File: src/rtl/uart_pkg.sv
// Shared UART constants and types; supplies the default parameters of the receive FIFO.
package uart_pkg;

  localparam int UART_DATA_W   = 8;
  localparam int RX_FIFO_DEPTH = 16;
  localparam int RX_FIFO_AFULL = 12;
  localparam int RX_TO_TICKS   = 640;

  typedef logic [UART_DATA_W-1:0] uart_byte_t;

endpackage

File: src/rtl/uart_rx_fifo_if.sv
// Receive-FIFO bus: the push side (UART receiver), the pop side (APB slave), and status.
// The master modport is the user of the FIFO, and the slave modport is the FIFO itself.
interface uart_rx_fifo_if #(
  parameter int DEPTH  = uart_pkg::RX_FIFO_DEPTH,
  parameter int DATA_W = uart_pkg::UART_DATA_W
);
  localparam int LVL_W = $clog2(DEPTH) + 1;

  logic              wr_en;
  logic [DATA_W-1:0] wr_data;
  logic              rd_en;
  logic [DATA_W-1:0] rd_data;
  logic              empty;
  logic              full;
  logic [LVL_W-1:0]  level;
  logic              afull;
  logic              overrun;
  logic              ovr_clr;
  logic              flush;
  logic              br_tick;
  logic              rx_timeout;

  modport master (
    output wr_en, wr_data, rd_en, ovr_clr, flush, br_tick,
    input  rd_data, empty, full, level, afull, overrun, rx_timeout
  );

  modport slave (
    input  wr_en, wr_data, rd_en, ovr_clr, flush, br_tick,
    output rd_data, empty, full, level, afull, overrun, rx_timeout
  );
endinterface

File: src/rtl/fifo_mem.sv
// DEPTH x DATA_W register array with a synchronous write port and an asynchronous read port.
module fifo_mem #(
  parameter int DEPTH  = 16,
  parameter int DATA_W = 8,
  parameter int AW     = $clog2(DEPTH)
) (
  input  logic              PCLK,
  input  logic              we,
  input  logic [AW-1:0]     waddr,
  input  logic [DATA_W-1:0] wdata,
  input  logic [AW-1:0]     raddr,
  output logic [DATA_W-1:0] rdata
);

  logic [DATA_W-1:0] mem [DEPTH];

  // NOTE: storage has no reset; rd_data is masked while empty, so stale contents are never seen.
  always_ff @(posedge PCLK) begin
    if (we) mem[waddr] <= wdata;
  end

  assign rdata = mem[raddr];

endmodule

File: src/rtl/uart_rx_fifo.sv
// UART receive buffer between the receiver and the APB slave: FWFT FIFO with level, afull
// and a sticky overrun. Optional receive timeout is enabled by defining UART_RX_FIFO_TIMEOUT_EN.
module uart_rx_fifo
  import uart_pkg::*;
#(
  parameter int DEPTH     = RX_FIFO_DEPTH,
  parameter int DATA_W    = UART_DATA_W,
  parameter int AFULL_LVL = RX_FIFO_AFULL,
  parameter int TO_TICKS  = RX_TO_TICKS
) (
  input logic         PCLK,
  input logic         PRESET,
  uart_rx_fifo_if.slave bus
);

  localparam int AW    = $clog2(DEPTH);
  localparam int LVL_W = AW + 1;

  logic [AW-1:0]     rd_ptr, wr_ptr;
  logic [LVL_W-1:0]  level_q;
  logic              overrun_q;
  logic              empty, full;
  logic              pop, push, drop;
  logic [DATA_W-1:0] mem_rdata;

  assign empty = (level_q == '0);
  assign full  = (level_q == LVL_W'(DEPTH));

  // A pop frees a slot in the same cycle, so a push at full is accepted alongside a pop.
  assign pop  = bus.rd_en && !empty;
  assign push = bus.wr_en && (!full || pop);
  assign drop = bus.wr_en && !push;

  fifo_mem #(.DEPTH(DEPTH), .DATA_W(DATA_W)) u_mem (
    .PCLK  (PCLK),
    .we    (push && !bus.flush),
    .waddr (wr_ptr),
    .wdata (bus.wr_data),
    .raddr (rd_ptr),
    .rdata (mem_rdata)
  );

  // NOTE: sequential state uses non-blocking assignments so every register samples pre-edge values.
  always_ff @(posedge PCLK or posedge PRESET) begin
    if (PRESET) begin
      rd_ptr  <= '0;
      wr_ptr  <= '0;
      level_q <= '0;
    end else if (bus.flush) begin
      rd_ptr  <= '0;
      wr_ptr  <= '0;
      level_q <= '0;
    end else begin
      if (push) wr_ptr <= wr_ptr + AW'(1);
      if (pop)  rd_ptr <= rd_ptr + AW'(1);
      level_q <= level_q + LVL_W'(push) - LVL_W'(pop);
    end
  end

  // A push discarded by flush is not an overrun; a new overrun wins over a same-cycle clear.
  always_ff @(posedge PCLK or posedge PRESET) begin
    if (PRESET)                   overrun_q <= 1'b0;
    else if (drop && !bus.flush)  overrun_q <= 1'b1;
    else if (bus.ovr_clr)         overrun_q <= 1'b0;
  end

  assign bus.rd_data = empty ? '0 : mem_rdata;
  assign bus.empty   = empty;
  assign bus.full    = full;
  assign bus.level   = level_q;
  assign bus.afull   = (level_q >= LVL_W'(AFULL_LVL));
  assign bus.overrun = overrun_q;

`ifdef UART_RX_FIFO_TIMEOUT_EN
  localparam int TO_W = $clog2(TO_TICKS + 1);

  logic [TO_W-1:0] to_cnt;

  // Counts idle baud ticks while data sits unread; any FIFO activity restarts it.
  always_ff @(posedge PCLK or posedge PRESET) begin
    if (PRESET)                                       to_cnt <= '0;
    else if (push || pop || bus.flush || empty)       to_cnt <= '0;
    else if (bus.br_tick && to_cnt != TO_W'(TO_TICKS)) to_cnt <= to_cnt + TO_W'(1);
  end

  assign bus.rx_timeout = (to_cnt == TO_W'(TO_TICKS)) && !empty;
`else
  logic unused_br_tick;
  assign unused_br_tick = bus.br_tick;
  assign bus.rx_timeout = 1'b0;
`endif

endmodule

File: src/flat_wrapper.sv
// flat-port wrapper written by rule: the top's interface ports become plain ports
module uart_rx_fifo_flat import uart_pkg::*;
#(
  parameter int DEPTH     = RX_FIFO_DEPTH,
  parameter int DATA_W    = UART_DATA_W,
  parameter int AFULL_LVL = RX_FIFO_AFULL,
  parameter int TO_TICKS  = RX_TO_TICKS
)
  (PCLK, PRESET, bus_wr_en, bus_wr_data, bus_rd_en, bus_ovr_clr, bus_flush, bus_br_tick, bus_rd_data, bus_empty, bus_full, bus_level, bus_afull, bus_overrun, bus_rx_timeout);
  uart_rx_fifo_if #(.DEPTH(DEPTH), .DATA_W(DATA_W)) bus_i ();
  input logic PCLK;
  input logic PRESET;
  input wire logic [$bits(bus_i.wr_en)-1:0] bus_wr_en;
  input wire logic [$bits(bus_i.wr_data)-1:0] bus_wr_data;
  input wire logic [$bits(bus_i.rd_en)-1:0] bus_rd_en;
  input wire logic [$bits(bus_i.ovr_clr)-1:0] bus_ovr_clr;
  input wire logic [$bits(bus_i.flush)-1:0] bus_flush;
  input wire logic [$bits(bus_i.br_tick)-1:0] bus_br_tick;
  output wire logic [$bits(bus_i.rd_data)-1:0] bus_rd_data;
  output wire logic [$bits(bus_i.empty)-1:0] bus_empty;
  output wire logic [$bits(bus_i.full)-1:0] bus_full;
  output wire logic [$bits(bus_i.level)-1:0] bus_level;
  output wire logic [$bits(bus_i.afull)-1:0] bus_afull;
  output wire logic [$bits(bus_i.overrun)-1:0] bus_overrun;
  output wire logic [$bits(bus_i.rx_timeout)-1:0] bus_rx_timeout;
  assign bus_i.wr_en = bus_wr_en;
  assign bus_i.wr_data = bus_wr_data;
  assign bus_i.rd_en = bus_rd_en;
  assign bus_i.ovr_clr = bus_ovr_clr;
  assign bus_i.flush = bus_flush;
  assign bus_i.br_tick = bus_br_tick;
  assign bus_rd_data = bus_i.rd_data;
  assign bus_empty = bus_i.empty;
  assign bus_full = bus_i.full;
  assign bus_level = bus_i.level;
  assign bus_afull = bus_i.afull;
  assign bus_overrun = bus_i.overrun;
  assign bus_rx_timeout = bus_i.rx_timeout;
  uart_rx_fifo #(.DEPTH(DEPTH), .DATA_W(DATA_W), .AFULL_LVL(AFULL_LVL), .TO_TICKS(TO_TICKS)) u_core (.PCLK(PCLK), .PRESET(PRESET), .bus(bus_i));
endmodule
File: config.mk
export PLATFORM = sky130hd
export DESIGN_NAME = uart_rx_fifo_flat
export DESIGN_NICKNAME = d
export VERILOG_FILES = /design/src/rtl/uart_pkg.sv /design/src/rtl/uart_rx_fifo_if.sv /design/src/rtl/fifo_mem.sv /design/src/rtl/uart_rx_fifo.sv /design/src/flat_wrapper.sv
export SDC_FILE = /design/constraint.sdc
export NUM_CORES = 1
export LEC_CHECK = 0
export ABC_AREA = 0
export CAP_MARGIN = 0
export CORE_MARGIN = 3
export CORE_UTILIZATION = 59
export DETAILED_ROUTE_END_ITERATION = 16
export GPL_TIMING_DRIVEN = 0
export PLACE_DENSITY = 0.78
export SETUP_SLACK_MARGIN = 0.1
export SLEW_MARGIN = 40
export SYNTH_ARGS = -nofsm -noshare
export SYNTH_HDL_FRONTEND = slang
export SYNTH_SLANG_ARGS = --single-unit
File: constraint.sdc
create_clock -name PCLK -period 3.8 [get_ports PCLK]
set_clock_uncertainty 0.2 [all_clocks]
set_input_delay 1.14 -clock PCLK [delete_from_list [all_inputs] [get_ports PCLK]]
set_output_delay 1.14 -clock PCLK [all_outputs]
set_load 0.005 [all_outputs]
==> metrics.md <==
| Metric | Value |
|---|---|
| Run status | finished, final reports clean |
| Routed wire length per instance | 23.3 um |
| Bufs on Longest Clock Path | 2 |
| Worst stage delay on the critical path | 0.55 ns |
| Worst skew pair latency | 0.52 ns |
| Tightest Hold Check Type | register to register |
| Hold buffer count at cts | 0 |
| Vias in the first global route | 3356 |
| Instance count after placement with tap cells included | 492 |
| Capturing point of the worst reg2reg path | u_core.bus.level[4]$_DFF_PP0_ |
| Number of warnings printed during yosys synthesis | 0 |
| Starting density of the core | 60.8% |
| Min-Delay Startpoint | u_core.bus.overrun$_DFFE_PP0P_ |
| Global-route wire length before repair | 19100 um |
| Type of the worst setup path | register to output port |
| Synthesized cell area | 0.00597 mm^2 |
| Met3 WL post-DR | 776 um |
| Number of enable-type register cells in the synthesized netlist | 128 |
| Kind of start point of the critical path | register |
| Hold Path Cell Cnt | 2 |
| Critical path's most frequent cell | sky130_fd_sc_hd__buf_12 |
| Remaining antenna violation count | 0 |
| Core area | 0.00982 mm^2 |
| Post-place setup slack | -0.108 ns |
| Routability Congestion | 0.750 |
| I/O pin count | 33 |
| Die Y | 107 um |
| Top metal layer carrying routed signals | met4 |
| Die W | 107 um |
| Total via count in the routed design | 3260 |
| Peak VDD IR | 439 uV |
| Wire length reported by the detailed router | 12500 um |
| Leading post-synthesis cells by instance count | sky130_fd_sc_hd__edfxtp_1, sky130_fd_sc_hd__mux4_2, sky130_fd_sc_hd__inv_1 |
| Total length of routed met2 wires | 6240 um |
| Number of pins with negative max-slew slack in the final report | 0 |
| Unrepaired setup endpoints after global routing | true |
| Total overflow reported by the global router | 0 |
| Crit Path Max Fanout | 6 |
| Placed cell area | 0.00654 mm^2 |
| Count of buffers from port buffering | 29 |
| Worst path required time | 2.46 ns |
| Fraction of layout instances using a drive strength above 1 | 33.2% |
| Detailed-routing iteration count for the pre-antenna-repair pass | 5 |
| Initial antenna violation count | 0 |
| Cells along the critical path | buf_6, buf_12, buf_12, mux4_2, mux2i_2, a21oi_1, buf_2 |
| Most numerous cell in the Yosys netlist | sky130_fd_sc_hd__edfxtp_1 |
| Cell leakage power | 2.51 nW |
| Max Freq | 0.270 GHz |
| Syn_nets | 353 |
| Biggest area consumer among synthesized cells | sky130_fd_sc_hd__edfxtp_1 |
| Synth Instances | 324 |
| Sequential cell area fraction in the yosys report | 70.2% |
| Reg2Reg Setup Slack | 0.46 ns |
| Final hold violations | 0 |
| Largest net degree at the start of global routing | 17 |
| Yosys cell types | 38 |
| Area growth syn-to-layout | 21.8% |
| Clock tree from TritonCTS | yes |
| Total DRC errors in the routed layout | 0 |
| Number of inserted filler cells in the final layout | 603 |
| Final period demand of the worst path | 3.70 ns |
| Final nets | 420 |
| Clk slew on worst S/H paths | 0.05 ns |
| Main flop type after synthesis | sky130_fd_sc_hd__edfxtp_1 |
| Data arrival time of the worst path | 2.36 ns |
| Buffer cell driving the clock tree root | sky130_fd_sc_hd__clkbuf_8 |
| Share of the clock period used by the worst path after layout | 97.4% |
| Startpoint of the most critical register-to-register path | u_core.bus.level[3]$_DFF_PP0_ |
| Total number of H-tree levels | 4 |
| Aggregate global-route resource usage | 23.8% |
| Pin slew with the least headroom to its limit | 0.806 ns |
| Max-slew headroom at the worst pin | 45.9% |
| Depth of the worst register-to-register path | 15 |
| Total power divided by cell area | 631 mW/mm^2 |
| Non-Filler Cell Area, Final | 0.00727 mm^2 |
| Flops & latches, synth | 142 |
| Async set or reset register ratio after synthesis | 9.86% |
| Final non-filler cell total | 537 |
| Slowest CP cell | sky130_fd_sc_hd__mux4_2 |
| Area enclosed by the die boundary | 0.0114 mm^2 |
| Summed negative setup slack over all endpoints | 0 ns |
| Total clock buffers created by CTS | 17 |
| Final design utilization | 74.0% |
| Metal-1 WL | 5220 um |
| Number of DRC violations after detailed-routing iteration 0 | 233 |
| Endpoint, Worst Hold | u_core.bus.overrun$_DFFE_PP0P_ |
| Number of clock sinks | 142 |
| Total half-perimeter wirelength after legalization and detailed placement | 7850 um |
| Kind of end point of the critical path | output port |
| Share of the synthesized area in the top cell type | 64.4% |
| Per-cell via count in the routed design | 6.07 |
| Site row count | 36 |
| Count of endpoints failing setup in the final report | 0 |
| Synthesized area divided by synthesized cell count | 18.4 um^2 |
| Setup slack after layout | 0.101 ns |
| Ranking of synthesized cells by area | sky130_fd_sc_hd__edfxtp_1, sky130_fd_sc_hd__mux4_2, sky130_fd_sc_hd__dfrtp_1 |
| Max-capacitance violation count | 0 |
| Number of antenna repair diodes | 0 |
[per-stage QoR]
stage,hold WS [ns],power (mW)
floorplan,0.317,2.52
global placement,0.319,2.89
global route,0.380,4.78
finish,0.336,4.58
detailed placement,0.336,2.93
CTS,0.347,4.58
[layout by cell type, fill, tap and decap left out, types with 2 or more instances in the layout]
master                              n
sky130_fd_sc_hd__o21ai_2            6
sky130_fd_sc_hd__clkdlybuf4s50_1   20
sky130_fd_sc_hd__clkbuf_4           2
sky130_fd_sc_hd__nor4_2             4
sky130_fd_sc_hd__inv_1             14
sky130_fd_sc_hd__nor3_2            11
sky130_fd_sc_hd__o21ai_0            3
sky130_fd_sc_hd__mux2_2             4
sky130_fd_sc_hd__dfrtp_1           14
sky130_fd_sc_hd__o21ai_1            2
sky130_fd_sc_hd__nand2b_1           7
sky130_fd_sc_hd__xnor2_1            3
sky130_fd_sc_hd__a21oi_1            9
sky130_fd_sc_hd__mux2i_1            7
sky130_fd_sc_hd__nand3_1            3
sky130_fd_sc_hd__nor2_1            11
sky130_fd_sc_hd__clkbuf_8           6
sky130_fd_sc_hd__ha_1              12
sky130_fd_sc_hd__nor3_1             2
sky130_fd_sc_hd__buf_6              3
sky130_fd_sc_hd__xor2_1             4
sky130_fd_sc_hd__clkbuf_16         17
sky130_fd_sc_hd__buf_4             12
sky130_fd_sc_hd__buf_12             4
sky130_fd_sc_hd__inv_2              2
sky130_fd_sc_hd__mux2_4             4
sky130_fd_sc_hd__mux2i_2            2
sky130_fd_sc_hd__mux4_2            30
sky130_fd_sc_hd__a21oi_2            2
sky130_fd_sc_hd__buf_2             17
sky130_fd_sc_hd__clkbuf_1          15
sky130_fd_sc_hd__edfxtp_1         128
sky130_fd_sc_hd__mux4_1             2
[layer usage]
metal  global-route usage, %  up-vias
li1                        -     1418
met5                       0        -
met4                    10.1        0
met1                    32.0     1651
met3                    4.33       26
met2                    38.7      165
[state kept, by name, indices dropped and copies added, names as in the netlist]
register,flops
u_core.u_mem.mem,128
u_core.bus.level,5
u_core.rd_ptr,4
u_core.wr_ptr,4
u_core.bus.overrun,1
[area by class of cell]
| cell class | count | area, um^2 | share of cell area [%] |
|---|---|---|---|
| Sequential cell | 142 | 4190 | 57.7 |
| Multi-Input combinational cell | 145 | 1730 | 23.8 |
| Clock inverter | 1 | 5.00 | 0.0688 |
| Buffer | 20 | 173 | 2.38 |
| Timing Repair Buffer | 49 | 428 | 5.89 |
| Tap cell | 133 | 166 | 2.29 |
| Clock buffer | 31 | 517 | 7.11 |
| Inverter | 16 | 60.1 | 0.826 |
[critical path, delay by kind of cell, from the launching register on]
family | cells | cell delay [ns]
buf+inv | 4 | 0.58
flops | 1 | 0.38
mux | 2 | 0.77
compound gates | 1 | 0.09
[worst max path at each step]
| stage | startpoint | to | slack, ns | depth (start not counted) |
|---|---|---|---|---|
| 2_1_floorplan | u_core.bus.level[2]$_DFF_PP0_ | u_core.bus.level[4]$_DFF_PP0_ | 0.72 | 14 |
| 3_3_place_gp | bus_rd_en | u_core.u_mem.mem[2][1]$_DFFE_PP_ | -0.61 | 4 |
| 3_5_place_dp | bus_rd_en | u_core.bus.level[4]$_DFF_PP0_ | -0.11 | 11 |
| 4_1_cts | u_core.rd_ptr[0]$_DFFE_PP0P_ | bus_rd_data[6] | 0.05 | 7 |
| 5_1_grt | u_core.rd_ptr[0]$_DFFE_PP0P_ | bus_rd_data[4] | 0.02 | 7 |
| 6_report | u_core.rd_ptr[0]$_DFFE_PP0P_ | bus_rd_data[4] | 0.10 | 7 |
[kinds of logic (layout without fill, tap and decap cells)]
family,Yosys count,in the layout,synth area share (%)
AOI/OAI and AO/OA,26,26,2.39
and+or+nand+nor,47,47,4.28
other,1,1,0.0628
buffers and inverters,37,117,3.00
muxes,50,50,15.9
DFF,142,142,70.2
adders and majority gates,14,14,3.06
xor gates and xnor gates,7,7,1.03
[report_power, final]
part	switching, mW	total [mW]	internal, mW	leakage (nW)
Combinational	0.588	1.33	0.742	0.911
Sequential	0.0432	1.80	1.76	1.34
Clock	0.564	1.45	0.890	0.255
Total	1.19	4.58	3.39	2.51
[repair_timing]
action                                  4_1_cts  5_1_grt
buffers inserted                             11        2
gates cloned                                  2        0
endpoints found under the setup margin        9        9
hold endpoints to repair                      0        0
pin swaps                                     4        1
resized for setup                            71       11
Power figures use the tool's default switching activity.
